File: src/rtl/mem_stage_pkg.sv
// rtl/mem_stage_pkg.sv - shared types and constants for the MEM pipeline stage
package mem_stage_pkg;

  typedef enum logic {
    ST_IDLE   = 1'b0,
    ST_ACCESS = 1'b1
  } state_t;

  localparam logic [7:0] TIMEOUT_MAX = 8'd255;

  localparam logic [1:0] MTR_ALU = 2'b00;
  localparam logic [1:0] MTR_MEM = 2'b01;
  localparam logic [1:0] MTR_PC4 = 2'b10;

  function automatic logic [31:0] word_addr(input logic [31:0] a);
    return {a[31:2], 2'b00};
  endfunction

endpackage

File: src/rtl/mem_stage_if.sv
// rtl/mem_stage_if.sv - data-memory bus between the MEM stage and the memory
interface mem_stage_if;
  logic        dmem_req;
  logic        dmem_we;
  logic [31:0] dmem_addr;
  logic [31:0] dmem_wdata;
  logic        dmem_ack;
  logic [31:0] dmem_rdata;

  modport master (
    output dmem_req, dmem_we, dmem_addr, dmem_wdata,
    input  dmem_ack, dmem_rdata
  );

  modport slave (
    input  dmem_req, dmem_we, dmem_addr, dmem_wdata,
    output dmem_ack, dmem_rdata
  );
endinterface

File: src/rtl/mem_stage_dmem_access_fsm.sv
// rtl/mem_stage_dmem_access_fsm.sv - data-bus access FSM with wait counter and timeout
module dmem_access_fsm
  import mem_stage_pkg::*;
(
  input  logic clk,
  input  logic reset,
  input  logic mem_op,
  input  logic misaligned,
  input  logic dmem_ack,
  output logic dmem_req,
  output logic stall,
  output logic bus_err_o,
  output logic misalign_o,
  output logic complete,
  output logic timeout,
  output logic wb_bubble
);

  state_t     state;
  logic [7:0] wait_cnt;
  logic       reject;

  // Request decodes straight from the state register so reset drops it at once.
  assign dmem_req = (state == ST_ACCESS);

  always_comb begin
    complete  = 1'b0;
    timeout   = 1'b0;
    reject    = 1'b0;
    stall     = 1'b0;
    wb_bubble = 1'b0;
    if (state == ST_IDLE) begin
      reject = mem_op & misaligned;
      stall  = mem_op & ~misaligned;
    end else begin
      complete = dmem_ack;
      timeout  = ~dmem_ack & (wait_cnt == TIMEOUT_MAX);
      stall    = ~dmem_ack & ~timeout;
    end
    wb_bubble = stall | timeout | reject;
  end

  always_ff @(posedge clk or posedge reset) begin
    if (reset) begin
      state      <= ST_IDLE;
      wait_cnt   <= 8'd0;
      bus_err_o  <= 1'b0;
      misalign_o <= 1'b0;
    end else begin
      bus_err_o  <= timeout;
      misalign_o <= reject;
      case (state)
        ST_IDLE: begin
          if (mem_op && !misaligned) begin
            state    <= ST_ACCESS;
            wait_cnt <= 8'd0;
          end
        end
        ST_ACCESS: begin
          if (dmem_ack || timeout) begin
            state <= ST_IDLE;
          end else begin
            wait_cnt <= wait_cnt + 8'd1;
          end
        end
        default: state <= ST_IDLE;
      endcase
    end
  end

endmodule

File: src/rtl/mem_stage.sv
// rtl/mem_stage.sv - MEM pipeline stage with MEM/WB register; MEM_ALIGN_CHECK_EN enables misalignment rejection
module mem_stage
  import mem_stage_pkg::*;
(
  input  logic        clk,
  input  logic        reset,
  input  logic [1:0]  MemtoReg_i,
  input  logic        Branch_i,
  input  logic        MemRead_i,
  input  logic        MemWrite_i,
  input  logic        RegWrite_i,
  input  logic [31:0] PC_beq_i,
  input  logic [31:0] alu_result_i,
  input  logic [31:0] ReadData2_i,
  input  logic        zero_flag_i,
  input  logic [4:0]  WriteRegister_i,
  mem_stage_if.master dmem,
  output logic        stall,
  output logic        PCSrc,
  output logic [31:0] PC_branch,
  output logic [1:0]  MemtoReg_o,
  output logic        RegWrite_o,
  output logic [4:0]  WriteRegister_o,
  output logic [31:0] read_data_o,
  output logic [31:0] alu_result_o,
  output logic        bus_err_o,
  output logic        misalign_o
);

  logic mem_op;
  logic misaligned;
  logic req;
  logic complete;
  logic timeout;
  logic wb_bubble;

  assign mem_op = MemRead_i | MemWrite_i;

`ifdef MEM_ALIGN_CHECK_EN
  assign misaligned     = |alu_result_i[1:0];
  assign dmem.dmem_addr = alu_result_i;
`else
  assign misaligned     = 1'b0;
  assign dmem.dmem_addr = word_addr(alu_result_i);
`endif

  dmem_access_fsm u_fsm (
    .clk        (clk),
    .reset      (reset),
    .mem_op     (mem_op),
    .misaligned (misaligned),
    .dmem_ack   (dmem.dmem_ack),
    .dmem_req   (req),
    .stall      (stall),
    .bus_err_o  (bus_err_o),
    .misalign_o (misalign_o),
    .complete   (complete),
    .timeout    (timeout),
    .wb_bubble  (wb_bubble)
  );

  assign dmem.dmem_req   = req;
  assign dmem.dmem_we    = req & MemWrite_i;
  assign dmem.dmem_wdata = ReadData2_i;

  assign PCSrc     = Branch_i & zero_flag_i;
  assign PC_branch = PC_beq_i;

  // Bubbles only kill RegWrite; the other fields are don't-care while it is low.
  always_ff @(posedge clk or posedge reset) begin
    if (reset) begin
      MemtoReg_o      <= 2'b00;
      RegWrite_o      <= 1'b0;
      WriteRegister_o <= 5'd0;
      read_data_o     <= 32'd0;
      alu_result_o    <= 32'd0;
    end else begin
      MemtoReg_o      <= MemtoReg_i;
      WriteRegister_o <= WriteRegister_i;
      alu_result_o    <= alu_result_i;
      RegWrite_o      <= wb_bubble ? 1'b0 : RegWrite_i;
      if (timeout) begin
        read_data_o <= 32'd0;
      end else if (complete && MemRead_i) begin
        read_data_o <= dmem.dmem_rdata;
      end
    end
  end

endmodule

File: src/flat_wrapper.sv
// flat-port wrapper written by rule: the top's interface ports become plain ports
module mem_stage_flat import mem_stage_pkg::*;
  (clk, reset, MemtoReg_i, Branch_i, MemRead_i, MemWrite_i, RegWrite_i, PC_beq_i, alu_result_i, ReadData2_i, zero_flag_i, WriteRegister_i, stall, PCSrc, PC_branch, MemtoReg_o, RegWrite_o, WriteRegister_o, read_data_o, alu_result_o, bus_err_o, misalign_o, dmem_dmem_req, dmem_dmem_we, dmem_dmem_addr, dmem_dmem_wdata, dmem_dmem_ack, dmem_dmem_rdata);
  mem_stage_if dmem_i ();
  input  logic clk;
  input  logic reset;
  input  logic [1:0] MemtoReg_i;
  input  logic Branch_i;
  input  logic MemRead_i;
  input  logic MemWrite_i;
  input  logic RegWrite_i;
  input  logic [31:0] PC_beq_i;
  input  logic [31:0] alu_result_i;
  input  logic [31:0] ReadData2_i;
  input  logic zero_flag_i;
  input  logic [4:0] WriteRegister_i;
  output logic stall;
  output logic PCSrc;
  output logic [31:0] PC_branch;
  output logic [1:0] MemtoReg_o;
  output logic RegWrite_o;
  output logic [4:0] WriteRegister_o;
  output logic [31:0] read_data_o;
  output logic [31:0] alu_result_o;
  output logic bus_err_o;
  output logic misalign_o;
  output wire logic [$bits(dmem_i.dmem_req)-1:0] dmem_dmem_req;
  output wire logic [$bits(dmem_i.dmem_we)-1:0] dmem_dmem_we;
  output wire logic [$bits(dmem_i.dmem_addr)-1:0] dmem_dmem_addr;
  output wire logic [$bits(dmem_i.dmem_wdata)-1:0] dmem_dmem_wdata;
  input wire logic [$bits(dmem_i.dmem_ack)-1:0] dmem_dmem_ack;
  input wire logic [$bits(dmem_i.dmem_rdata)-1:0] dmem_dmem_rdata;
  assign dmem_dmem_req = dmem_i.dmem_req;
  assign dmem_dmem_we = dmem_i.dmem_we;
  assign dmem_dmem_addr = dmem_i.dmem_addr;
  assign dmem_dmem_wdata = dmem_i.dmem_wdata;
  assign dmem_i.dmem_ack = dmem_dmem_ack;
  assign dmem_i.dmem_rdata = dmem_dmem_rdata;
  mem_stage u_core (.clk(clk), .reset(reset), .MemtoReg_i(MemtoReg_i), .Branch_i(Branch_i), .MemRead_i(MemRead_i), .MemWrite_i(MemWrite_i), .RegWrite_i(RegWrite_i), .PC_beq_i(PC_beq_i), .alu_result_i(alu_result_i), .ReadData2_i(ReadData2_i), .zero_flag_i(zero_flag_i), .WriteRegister_i(WriteRegister_i), .dmem(dmem_i), .stall(stall), .PCSrc(PCSrc), .PC_branch(PC_branch), .MemtoReg_o(MemtoReg_o), .RegWrite_o(RegWrite_o), .WriteRegister_o(WriteRegister_o), .read_data_o(read_data_o), .alu_result_o(alu_result_o), .bus_err_o(bus_err_o), .misalign_o(misalign_o));
endmodule
File: config.mk
export PLATFORM = sky130hd
export DESIGN_NAME = mem_stage_flat
export DESIGN_NICKNAME = d
export VERILOG_FILES = /design/src/rtl/mem_stage_pkg.sv /design/src/rtl/mem_stage_if.sv /design/src/rtl/mem_stage_dmem_access_fsm.sv /design/src/rtl/mem_stage.sv /design/src/flat_wrapper.sv
export SDC_FILE = /design/constraint.sdc
export NUM_CORES = 1
export LEC_CHECK = 0
export CAP_MARGIN = 0
export CORE_AREA = 2 2 123 125
export CTS_CLUSTER_DIAMETER = 40
export DETAILED_ROUTE_END_ITERATION = 6
export DIE_AREA = 0 0 125 127
export PLACE_DENSITY = 0.69
export SLEW_MARGIN = 40
export SYNTH_ARGS = -nofsm -noshare
export SYNTH_HDL_FRONTEND = slang
export SYNTH_HIERARCHICAL = 1
export SYNTH_SLANG_ARGS = --single-unit
File: constraint.sdc
create_clock -name clk -period 2.5 [get_ports clk]
set_input_delay 0.5 -clock clk [delete_from_list [all_inputs] [get_ports clk]]
set_output_delay 0.5 -clock clk [all_outputs]
set_load 0.02 [all_outputs]
After elaboration in Yosys (flattened, before gate mapping) --
Cells that the tools add are included.
Operators by class: equality and inequality tests 3, mux-type cells 12, $add $sub $neg 1, magnitude comparators 0, reductions and logical operators 4, bitwise logic cells 9, $mul 0, div/mod/pow operators 0, shift-type cells 0
Operator list (number):
- 2-to-1 mux 32 bit | 2
- 2-to-1 mux 8 bit | 2
- case mux 8 bit (2 select lines) | 1
- adder 8 x 1 -> 8 bit, second input constant | 1
- == test 8 bit, second input constant | 1
- 2-to-1 mux 1 bit | 6
- AND 1 bit | 4
- NOT 1 bit | 3
- != test 2 x 1 -> 1 bit, second input constant | 1
- != test 2 bit, second input constant | 1
- bitwise OR 1 bit | 2
- case mux 1 bit (2 select lines) | 1
- AND reduction 2 bit | 1
- nonzero test 2 bit | 1
- logical AND 1 bit | 1
- logical OR 1 bit | 1
Storage, ports and cells: ROM bits 0, RAM bits 0, output and inout port bits 174, memories kept 0, register bits after elaboration 82, bits of input ports 143, word-level logic and storage cells 37, latch bits 0

Logic depth before layout (Yosys ltp) --
Gate-level depths: netlist of the first run.
word-level depth 7, gate-level depth with buffers 6, mapped depth without buffers 4

Modules after synthesis --
Netlist of the first run, hierarchy kept.
By module, submodules not included:
- mem_stage | sequential area each 1801.7 um^2, cells an instance 287, times used 1, area an instance 3434.5 um^2
- dmem_access_fsm | sequential area each 275.3 um^2, cells an instance 57, times used 1, area an instance 623.1 um^2

Worst setup path before layout of the first run --
No wires, ideal clock.
path type input-to-output, from input port MemRead_i, to output port stall, data required time 2.000 ns, setup slack 0.543 ns, stages 5, arrival 1.457 ns, path buffers 2, cells stage by stage buf_6 > buf_6 > or2_2 > nor3b_4 > nand2b_1
On the way: longest elaborated chain between the ends 2
Ends and longest elaborated chain:
- from (decl) | line flat_wrapper.sv:9 | input logic MemRead_i;
- bitwise OR 1 bit | line mem_stage.sv:37 | assign mem_op = MemRead_i | MemWrite_i;
- via u_core.mem_op | line mem_stage.sv:30 | logic mem_op;
- 2-to-1 mux 1 bit | line mem_stage_dmem_access_fsm.sv:32 | if (state == ST_IDLE) begin
- to (decl) | line flat_wrapper.sv:17 | output logic stall;
The timed path passes the listed nets, and every way through them passes these cells.

Worst setup path after layout of the first run --
from input port MemWrite_i, to output port stall
On the way: longest elaborated chain between the ends 2
Ends and longest elaborated chain:
- from (decl) | line flat_wrapper.sv:10 | input logic MemWrite_i;
- bitwise OR 1 bit | line mem_stage.sv:37
- via u_core.mem_op | line mem_stage.sv:30
- 2-to-1 mux 1 bit | line mem_stage_dmem_access_fsm.sv:32
The timed path passes the listed nets, and every way through them passes these cells.

==> results of run 1 <==
## per-stage QoR
stage / hold slack, ns / setup TNS (ns) / util (%)
after detailed placement: 0.529 / -0.0537 / 37.5
after floorplan: 0.352 / 0 / -
after CTS: 0.515 / 0 / 39.5
after global routing: 0.540 / 0 / 39.5
after global placement: 0.507 / -0.0593 / 37.5
final: 0.516 / 0 / 39.5
## registers in the layout, summed over array words and instances (netlist names)
register,cells
u_core/MemtoReg_o,2
u_core/RegWrite_o,1
u_core/WriteRegister_o,5
u_core/alu_result_o,32
u_core/read_data_o,32
u_core/u_fsm/bus_err_o,1
u_core/u_fsm/dmem_req,1
u_core/u_fsm/misalign_o,1
u_core/u_fsm/wait_cnt,8
## cell type report
type,count,area (sq um),area share (%)
flip-flops and latches,83,2080,36.4
multi-input cells,148,1130,19.8
repair buffers,196,1970,34.5
clock inverters,6,66.3,1.16
inverters,2,8.76,0.154
clock buffers,9,225,3.95
well taps,184,230,4.04
## placed cells by master (no fill, tap or decap), types with 2 or more instances in the layout
master	n
clkdlybuf4s50_1	184
dfrtp_1	83
nand3_1	34
a21bo_1	28
a21oi_2	28
clkbuf_16	9
a21oi_1	8
buf_4	7
a21bo_2	4
conb_1	4
clkinvlp_4	3
buf_12	3
nand2b_1	3
nand2_1	3
a211oi_1	3
nor3_1	3
clkinv_2	2
and2_1	2
nor2b_1	2
a41oi_1	2
and4_1	2
nor2_1	2
## worst paths after layout
kind,startpoint,endpoint,depth (start not counted)
min,reset,u_core/RegWrite_o,2
max in group asynchronous,reset,u_core/read_data_o[21],3
max reg2reg,u_core/u_fsm/wait_cnt[0],u_core/read_data_o[28],5
max,MemWrite_i,stall,5
min in group clk,u_core/u_fsm/wait_cnt[0],u_core/u_fsm/wait_cnt[0],1
min reg2reg,u_core/u_fsm/wait_cnt[0],u_core/u_fsm/wait_cnt[0],1
## Yosys cell counts (2+ instances only)
cell / number / share of area (%)
nor2_1: 2 / 0.19
buf_6: 7 / 1.9
nor3_1: 3 / 0.37
inv_1: 2 / 0.19
nand3_1: 34 / 4.2
nor2b_1: 2 / 0.31
nand2_1: 3 / 0.28
dfrtp_1: 83 / 51
a21oi_1: 8 / 0.99
buf_4: 99 / 18
a211oi_1: 3 / 0.56
a21bo_1: 28 / 6.9
and4_1: 2 / 0.43
a41oi_1: 2 / 0.43
a21bo_2: 4 / 0.99
and2_1: 2 / 0.31
buf_2: 8 / 0.99
nand2b_1: 3 / 0.46
a21oi_2: 28 / 6.0
## worst max-delay path, cell delays in order
cell and delay [ns]:
clkdlybuf4s50_1 0.41, or2_2 0.31, nor3b_4 0.16, nand2b_1 0.15, dlygate4sd2_1 0.32
## metal layers
layer / vias up / part of all wire (%) / global-route usage, %
met5: - / 0 / 0
met4: 0 / 2.3 / 6.67
met3: 32 / 10 / 5.57
met2: 156 / 50 / 22.3
met1: 1343 / 37 / 14.3
li1: 1264 / - / -
## kinds of logic (layout without fill, tap and decap cells)
logic type | after synthesis | after routing | synth area share [%]
muxes | 2 | 2 | 0.617
AOI/OAI and AO/OA | 75 | 75 | 16.3
DFF | 83 | 83 | 51.2
and+or+nand+nor | 66 | 66 | 10.1
other | 1 | 4 | 0.0924
adders and majority gates | 1 | 1 | 0.308
buffers and inverters | 116 | 213 | 21.4
## power by group through the flow
stage	Combinational [W]	Clock, W	Sequential [W]
after global placement	0.00133	0	0.00166
after floorplan	0.000663	0	0.00188
after detailed placement	0.00135	0	0.00167
after global routing	0.00142	0.00144	0.00167
after CTS	0.00135	0.00138	0.00164
final	0.00133	0.00132	0.00164
==> out/qor.csv, run 1 <==
metric,value,unit
Synth Flop Type,dfrtp_1,
Post-synth EDFFs,0,
clock sink count,83,
CP Max Fanout,2,
layout cells sized above 1,16.0,%
CTS resizes,1,
max-slew violation count,0,
area grow syn2layout,40.5,%
Critical Path RT,2.00,ns
worst rel slew slack,57.9,%
Worst-path clk slew,0.06,ns
dpl ws,-0.0537,ns
Pwr Density,752,nW/um^2
diode count,0,
pin count of the biggest net entering global routing,65,
Final ANT Viol Nets,0,
die extent in x,125,um
Clock Skew,0.00467,ns
P_sw,0.00126,W
routed wire length,10600,um
I/O pin count,317,
row count,44,
clock buffer count from CTS,9,
logic gate share of total power,31.1,%
Layout Nets,584,
max cap viols,0,
Flop pwr share,38.3,%
ys async rst share,100,%
Syn. warnings,6,
die area,15900,sq um
reg-to-reg setup timing slack,0.82,ns
first-pass GRT wire length,16300,um
final worst-path cycle share,93.7,%
Max Root-Sink Buffers,2,
Fill cells,1373,
CTS tree,built,
minimum clock period,2.34,ns
CP Capture Type,output pin,
Leakage,2.36,nW
total gr overflow,0,
drt first-iter violations,103,
RSZ-0062 raised after global routing,no,
Final Hold Vio Count,0,
Worst Setup Path Type,in -> out,
startpoint types,input pin,
Post-CTS Setup Inserts,0,
DRC,0,
Clock power frac,30.7,%
post-synth cell types,40,
Die Ht,127,um
Final Power,0.00429,W
Synth Cell Area,4060,sq um
worst slew pin tran,0.631,ns
post-route design area,5700,sq um
core region area,14400,sq um
vias per cell,4.45,
Synth Area per Inst,11.8,sq um
"non-filler cells, final",628,
endpoints failing setup,0,
Pre-antenna DRT Iters,4,
Cell Int Power,0.00304,W
HP Class,in -> async,
GRT Total Usage,13.2,%
Yosys reg bits,83,
H-tree depth,3,
initial antenna violation count,0,
vias in the first global route,2979,
CP arrival,1.84,ns
max frequency,427,MHz
status,"finished, final reports clean",
Root Buffer Master,clkbuf_16,
Initial Utilization,28.1,%
detailed placement HPWL,7850,um
Syn Inst Count,344,
routability cong.,0.748,
VDD IR-drop max,340,uV
cell count after placement,613,
hold_buf cts,0,
sw frac,29.3,%
post-synthesis sequential area ratio,51.2,%
PortBufs,186,
DR WL/cell,16.9,um
via count,2795,
placed cell area,5410,sq um
"Clk Latency, worst-skew pair",0.34,ns
fin worst setup slack,0.157,ns
Power figures use the tool's default switching activity.
==> run 2: changes to the inputs <==
SLEW_MARGIN = default   (was 40)
==> results of run 2 <==
Final layout, timing and power as in run 1 (identical DEF).
==> run 3: changes to the inputs <==
PLACE_DENSITY = 0.72   (was 0.69)
clock period = 2.1 ns   (was 2.5 ns; I/O delays follow)
==> run 3 against run 2 <==
- design area grew 0.50%
- core utilization grew 0.20 points
- count of clock-buffer cells in the layout grew 1
- sequential share of layout area shrank 0.16 points
- setup slack lost 0.069 ns
- combinational power grew 19%
- non-clock buffer count grew 1
- register-to-register slack lost 0.37 ns
- clock power grew 30%
- flip-flop and latch count is the same
- first-iteration DRC count grew 30%
- sequential power grew 20%
- largest power group unchanged
==> out/qor.csv, run 3 (synthesis gave the netlist of run 1 again) <==
metric,value,unit,change
Layout Nets,585,,+0.17%
post-route design area,5730,sq um,+0.50%
Worst-path clk slew,0.06,ns,about the same
layout cells sized above 1,16.6,%,+0.64 points
first-pass GRT wire length,16200,um,-0.64%
clock sink count,83,,unchanged
total gr overflow,0,,unchanged
fin worst setup slack,0.0881,ns,-0.0687 ns
Leakage,2.38,nW,+0.81%
initial antenna violation count,0,,unchanged
I/O pin count,317,,unchanged
Hold WS,0.476,ns,-0.0401 ns
final worst-path cycle share,95.8,%,
hold_buf cts,0,,unchanged
gr busiest metal,met2,,
HP Class,in -> async,,
worst rel slew slack,58.4,%,+0.53 points
multi-input logic area,1130,sq um,unchanged
max cap viols,0,,unchanged
Initial Utilization,28.1,%,unchanged
met3 usage,4.90,%,-0.67 points
max frequency,497,MHz,
CP Max Fanout,2,,unchanged
Clock Skew,0.0104,ns,+0.00569 ns
endpoints failing setup,0,,unchanged
Top Family by Delay on Critical Path,buffers and inverters,,
diode count,0,,unchanged
vias in the first global route,3034,,+1.8%
CTS tree,built,,
detailed placement HPWL,7740,um,-1.3%
placed cell area,5410,sq um,about the same
Final ANT Viol Nets,0,,unchanged
"most common cell after layout, fill and taps aside",clkdlybuf4s50_1,,
"Clk Latency, worst-skew pair",0.34,ns,about the same
grt met1 use,14.4,%,+0.084 points
H-tree depth,3,,unchanged
DRC,0,,unchanged
RSZ-0062 raised after global routing,no,,
routability cong.,0.758,,+1.3%
dpl ws,-0.292,ns,-0.238 ns
PortBufs,186,,unchanged
Worst path slowest cell,clkdlybuf4s50_1,,
DR WL/cell,16.4,um,-3.4%
max-slew violation count,0,,unchanged
Reg area,2080,sq um,about the same
routed wire length,10300,um,-3.2%
drt first-iter violations,134,,+30%
most frequent cells in the layout,"clkdlybuf4s50_1 (184), dfrtp_1 (82), nand3_1 (34)",,
met2 Use GR,22.0,%,-0.26 points
area grow syn2layout,41.3,%,
minimum clock period,2.01,ns,
clock buffer count from CTS,9,,unchanged
Root Buffer Master,clkbuf_16,,
Pre-antenna DRT Iters,4,,unchanged
biggest regs,"u_core/alu_result_o (32), u_core/read_data_o (32), u_core/u_fsm/wait_cnt (8)",,
Final Hold Vio Count,0,,unchanged
row count,44,,unchanged
startpoint types,input pin,,
core region area,14400,sq um,unchanged
Pwr Density,916,nW/um^2,+22%
cells along the critical path,"clkdlybuf4s50_1, and2_1, clkdlybuf4s50_1",,
worst slew pin tran,0.623,ns,-0.00790 ns
via count,2784,,-0.39%
total negative slack,0,ns,unchanged
Worst Setup Path Type,in -> out,,
crit-path max cell delay,0.59,ns,+0.18 ns
die area,15900,sq um,unchanged
die extent in x,125,um,unchanged
Fill cells,1380,,+0.51%
Crit path top cell by count,clkdlybuf4s50_1,,
VDD IR-drop max,394,uV,+16%
fin util,39.7,%,+0.20 points
Critical Path RT,1.68,ns,-0.32 ns
CP Capture Type,output pin,,
vias per cell,4.43,,-0.55%
GRT Total Usage,13.1,%,-0.16 points
Max Root-Sink Buffers,2,,unchanged
status,"finished, final reports clean",,
pin count of the biggest net entering global routing,65,,unchanged
buffers and inverters on the worst path,2,,unchanged
Die Ht,127,um,unchanged
Post-CTS Setup Inserts,0,,unchanged
CP arrival,1.59,ns,-0.25 ns
-- run 3: cell count changes in the layout (fill, tap and decap cells not counted) --
cell | before | now
buf_12 | 3 | 2
buf_2 | 1 | 2
buf_4 | 7 | 9
bufinv_16 | 1 | 2
clkbuf_8 | 0 | 1
clkinv_2 | 2 | 0
clkinv_4 | 0 | 2
clkinvlp_4 | 3 | 1
dfrtp_1 | 83 | 82
dfrtp_2 | 0 | 1
dlygate4sd2_1 | 1 | 0
-- run 3: layer usage --
| layer | up-vias | part of all wire (%) |
|---|---|---|
| met4 | 0 | 2.8 |
| met5 | - | 0 |
| met3 | 30 | 10 |
| met1 | 1321 | 38 |
| met2 | 162 | 49 |
| li1 | 1271 | - |
-- run 3: layout make-up --
cell class              count  share of cell area [%]
inverters                   2                   0.196
multi-input cells         148                    19.7
flip-flops and latches     83                    36.3
well taps                 184                    4.02
clock buffers              10                    4.17
clock inverters             5                    1.51
repair buffers            197                    34.2
-- run 3: path summary, 6_finish.rpt --
path	cells after the start	end	slack, ns	startpoint
setup / recovery	3	dmem_dmem_we	0.09	MemWrite_i
hold / removal	2	u_core/u_fsm/misalign_o	0.48	reset
setup reg to reg	5	u_core/read_data_o[27]	0.45	u_core/u_fsm/wait_cnt[0]
hold reg to reg	1	u_core/u_fsm/wait_cnt[7]	0.55	u_core/u_fsm/wait_cnt[7]
max in group asynchronous	3	u_core/alu_result_o[8]	1.06	reset
min in group clk	1	u_core/MemtoReg_o[0]	0.52	MemtoReg_i[0]
-- run 3: per-stage QoR --
stage | total power [W] | instances
after global placement | 0.00355 | 614
after floorplan | 0.00303 | 347
after global routing | 0.00552 | 629
after CTS | 0.00535 | 629
after detailed placement | 0.00358 | 614
final | 0.00525 | 629
-- run 3: timing repair --
item	in CTS	in global routing
endpoints found under the setup margin	1	1
gates cloned	0	0
gates resized for setup	4	1
endpoints found under the hold margin	0	0
-- run 3: worst reg2reg max path, stage by stage (launching register included) --
cell and delay, ns:
dfrtp_1 0.41, ha_1 0.26, and4b_4 0.25, nor3b_2 0.25, buf_12 0.26, a21oi_1 0.10
-- run 3: where the power goes --
group	switching, W	internal, W	leakage [nW]
sequential	0.000127	0.00183	1.02
combinational	0.000718	0.000863	1.21
clock	0.000635	0.00108	0.159
total	0.00148	0.00377	2.38
